===== config.mk =====
export PLATFORM = sky130hd
export DESIGN_NAME = reg_file_param
export DESIGN_NICKNAME = d
export VERILOG_FILES = /design/src/rtl/reg_file_param.sv
export SDC_FILE = /design/constraint.sdc
export NUM_CORES = 1
export LEC_CHECK = 0
export ABC_AREA = 1
export BUFFER_PORTS_ARGS = -buffer_cell sky130_fd_sc_hd__buf_2
export CORE_MARGIN = 1
export CORE_UTILIZATION = 30
export CTS_CLUSTER_DIAMETER = 120
export DETAILED_ROUTE_END_ITERATION = 7
export HOLD_SLACK_MARGIN = 0.12
export PLACE_DENSITY = 0.43
export SETUP_SLACK_MARGIN = 0.02
export SLEW_MARGIN = 5
export SYNTH_ARGS = -nofsm -noshare
export SYNTH_HDL_FRONTEND = slang
export SYNTH_SLANG_ARGS = --single-unit

===== constraint.sdc =====
create_clock -name CLK -period 2.67 [get_ports CLK]
set_input_delay 0.534 -clock CLK [delete_from_list [all_inputs] [get_ports CLK]]
set_output_delay 0.534 -clock CLK [all_outputs]
set_load 0.02 [all_outputs]

===== src/rtl/reg_file_param.sv =====
// Parametrised register file: two combinational read ports, one gated synchronous write port,
// optional write-to-read forwarding, optional hardwired zero entry and a sequenced clear engine.
module reg_file_param #(
    parameter int unsigned DATA_WIDTH = 8,
    parameter int unsigned ADDR_WIDTH = 3,
    parameter bit          ZERO_REG   = 1'b0,
    parameter bit          BYPASS     = 1'b1
) (
    input  logic                  CLK,
    input  logic                  RESET,
    input  logic [DATA_WIDTH-1:0] IN,
    input  logic [ADDR_WIDTH-1:0] INADDRESS,
    input  logic                  WRITE,
    input  logic                  BUSYWAIT,
    input  logic                  CLEAR,
    input  logic [ADDR_WIDTH-1:0] OUT1ADDRESS,
    input  logic [ADDR_WIDTH-1:0] OUT2ADDRESS,
    output logic [DATA_WIDTH-1:0] OUT1,
    output logic [DATA_WIDTH-1:0] OUT2,
    output logic                  READY
);

    localparam int unsigned DEPTH = 2 ** ADDR_WIDTH;

    typedef enum logic [0:0] {StClearing, StIdle} state_e;

    state_e                  state_q;
    logic [ADDR_WIDTH-1:0]   idx_q;
    logic                    ready_q;
    logic [DATA_WIDTH-1:0]   regs_q [DEPTH];

    logic wr_zero;
    logic we;

    // A CLEAR accepted at an idle edge takes priority, so the coincident write is dropped.
    assign wr_zero = ZERO_REG && (INADDRESS == '0);
    assign we      = WRITE && !BUSYWAIT && ready_q && !RESET && !CLEAR && !wr_zero;

    always_ff @(posedge CLK) begin
        if (RESET) begin
            state_q <= StClearing;
            idx_q   <= '0;
            ready_q <= 1'b0;
        end else begin
            unique case (state_q)
                StClearing: begin
                    regs_q[idx_q] <= '0;
                    if (idx_q == ADDR_WIDTH'(DEPTH - 1)) begin
                        state_q <= StIdle;
                        ready_q <= 1'b1;
                    end else begin
                        idx_q <= idx_q + 1'b1;
                    end
                end
                StIdle: begin
                    if (CLEAR) begin
                        state_q <= StClearing;
                        idx_q   <= '0;
                        ready_q <= 1'b0;
                    end else if (we) begin
                        regs_q[INADDRESS] <= IN;
                    end
                end
            endcase
        end
    end

    always_comb begin
        OUT1 = '0;
        OUT2 = '0;
        if (ready_q && !(ZERO_REG && (OUT1ADDRESS == '0))) begin
            if (BYPASS && we && (INADDRESS == OUT1ADDRESS)) begin
                OUT1 = IN;
            end else begin
                OUT1 = regs_q[OUT1ADDRESS];
            end
        end
        if (ready_q && !(ZERO_REG && (OUT2ADDRESS == '0))) begin
            if (BYPASS && we && (INADDRESS == OUT2ADDRESS)) begin
                OUT2 = IN;
            end else begin
                OUT2 = regs_q[OUT2ADDRESS];
            end
        end
    end

    assign READY = ready_q;

endmodule

==> results.cfg <==
[logic_synthesis]
ys.flop_type = edfxtp_1
yosysWarnings = 0
synth_edf_count = 64
netlist_instances = 530
synth_seq_cells = 69
synth_area_leaders = edfxtp_1, nand2_1, nand3_1, inv_1, nor2_1
synth_nets = 554
synth_cell_types = 24
yosys.area.top_type_share_pct = 45.9
synth-async-reset-ratio_pct = 0
yosys.area.top_type = edfxtp_1
avgSynthCellArea_sq_um = 7.90
synth_area_sq_mm = 0.00419
synth_seq_area_share_pct = 48.3

[routing]
viasPerCell = 4.82
vias = 3647
drtIter0Drc = 316
ant_nets = 0
wirelength_mm = 13.5
drc = 0
wl_per_cell_microns = 17.8
detail_route.first_pass.iterations = 5

[place]
dp.cells = 741
dp_hpwl_mm = 8.77
io_buffers = 38
gp_routability_congestion = 0.834

[hold_path]
min-delay-start = RESET
hold_class = primary input to flop

[sta]
slew-limit-headroom_pct = 30.8
min_period_over_period_pct = 89.1
fin_crit_ns = 2.38
clock_skew_ns = 0.00412
hold_slack_ns = 0.490
finalSetupViolations = 0
timing_worst_slew_pin_value_ns = 1.03
rsz0062_at_grt = false
slew_violations = 0
fmax_mhz = 420
tns_ns = 0
final-hold-violation-count = 0

[cells_and_area]
stdcell_count = 756
nets = 600
area_growth_pct = 18.5
antennaDiodeCount = 0
drive_gt1_share_pct = 19.7
final_core_util_pct = 36.9

[clock_network]
worstSkewPairLatency_ns = 0.33
htreeDepth = 3
cts_setup_buffers = 0
clk_pin_slew_ns = 0.06
cts_sinks = 69
cts_resized = 0
cts_root_buf = clkbuf_16
cts.path.max_buffers = 2
cts_hold_buffers = 0
numCtsBuffers = 9
cts_tree = done

[critical_path]
critPathKind = primary input to output pin
cp.arrival_ns = 1.84
required_ns = 2.14
crit_path_start = OUT2ADDRESS[2]
critPathMaxFanout = 9
r2r_start = READY$_SDFFE_PP0P_
cp-start-kind = primary input
worst_setup_path_end_kind = output pin

[floorplanning]
core_area_sq_mm = 0.0135
die_w_microns = 120
die-area_sq_mm = 0.0144
rows = 42
start_util_pct = 31.1
die_y_microns = 120
ios = 39

[grt]
grt-ovfl-total = 0
grtUsageTotal_pct = 20.0
grt_pass1_wl_mm = 21.1
grt_pass1_vias = 3743
grt_max_degree = 33
antenna_found_initial = 0

[run_status]
status = finished clean

[pwr]
p_per_area_mw_per_mm2 = 563
leakage_nw = 2.26
peakVddDrop_v = 0.000440

[run]
maxCapViolations = 0
==> sequential cells by signal (all words and copies together), names as in the netlist <==
register and flops:
READY 1, idx_q 3, state_q 1, regs_q 64
==> per-layer routing <==
layer  GRT usage, %  part of all wire [%]
met3           4.37                   6.3
met5              0                     0
met2           33.5                    49
met1           25.2                    43
met4           7.42                   1.9
==> area by class of cell <==
cell class / count / area, sq um
clock buffers: 9 / 225
clock inverters: 6 / 65.1
fillers: 1454 / 8490
inverters: 37 / 140
multi-input cells: 396 / 1860
flip-flops and latches: 69 / 2020
well taps: 176 / 220
repair buffers: 63 / 428
==> stage by stage <==
step / cell area [sq um] / total power, mW / worst slack [ns]
4_1_cts: 4960 / 2.82 / 0.252
6_report: 4960 / 2.80 / 0.292
5_1_grt: 4960 / 2.91 / 0.203
3_3_place_gp: 4670 / 1.65 / 0.168
2_1_floorplan: 4190 / 1.51 / 0.586
3_5_place_dp: 4670 / 1.65 / 0.140
==> worst paths after layout <==
| kind | to | slack, ns | depth (start not counted) |
|---|---|---|---|
| min | READY$_SDFFE_PP0P_ | 0.49 | 3 |
| max reg2reg | regs_q[3][5]$_DFFE_PP_ | 0.46 | 8 |
| max | OUT2[2] | 0.29 | 10 |
| min reg2reg | idx_q[0]$_SDFFE_PP0N_ | 0.52 | 1 |
==> critical path, cell delays in order <==
cell	delay (ns)
buf_2	0.11
buf_4	0.19
nand2_2	0.10
nand2_4	0.06
nor2_8	0.20
nand3_4	0.15
clkinv_2	0.12
nor2_1	0.04
nor2_1	0.13
buf_2	0.19
==> cell usage after synthesis (5+ instances only) <==
master,n
nand2_1,230
nand3_1,86
edfxtp_1,64
inv_1,28
nor2_1,28
buf_2,20
nand4_1,16
nor2_2,13
inv_2,8
buf_4,5
dfxtp_1,5
==> placed cells by master, fill, tap and decap left out, types with 8 or more instances in the layout <==
master,instances
inv_2,8
nand2_1,230
inv_1,28
edfxtp_1,64
buf_2,38
nand4_1,16
nor2_2,13
buf_4,21
nor2_1,28
nand3_1,86
clkbuf_16,9
==> logic make-up (layout without fill, tap and decap cells) <==
group	count (synthesis)	after routing	synth area share [%]
compound gates	6	6	0.747
xor+xnor	2	2	1.31
fa+ha+maj	2	2	0.597
buf+inv	65	115	7.26
flops	69	69	48.3
simple gates	386	386	41.8
==> report_power, final <==
group,switching [mW],internal [mW],total (mW)
Clock,0.452,0.715,1.17
Combinational,0.264,0.131,0.395
Sequential,0.0219,1.21,1.23
Note: power is estimated with default switching activity, not from simulation.
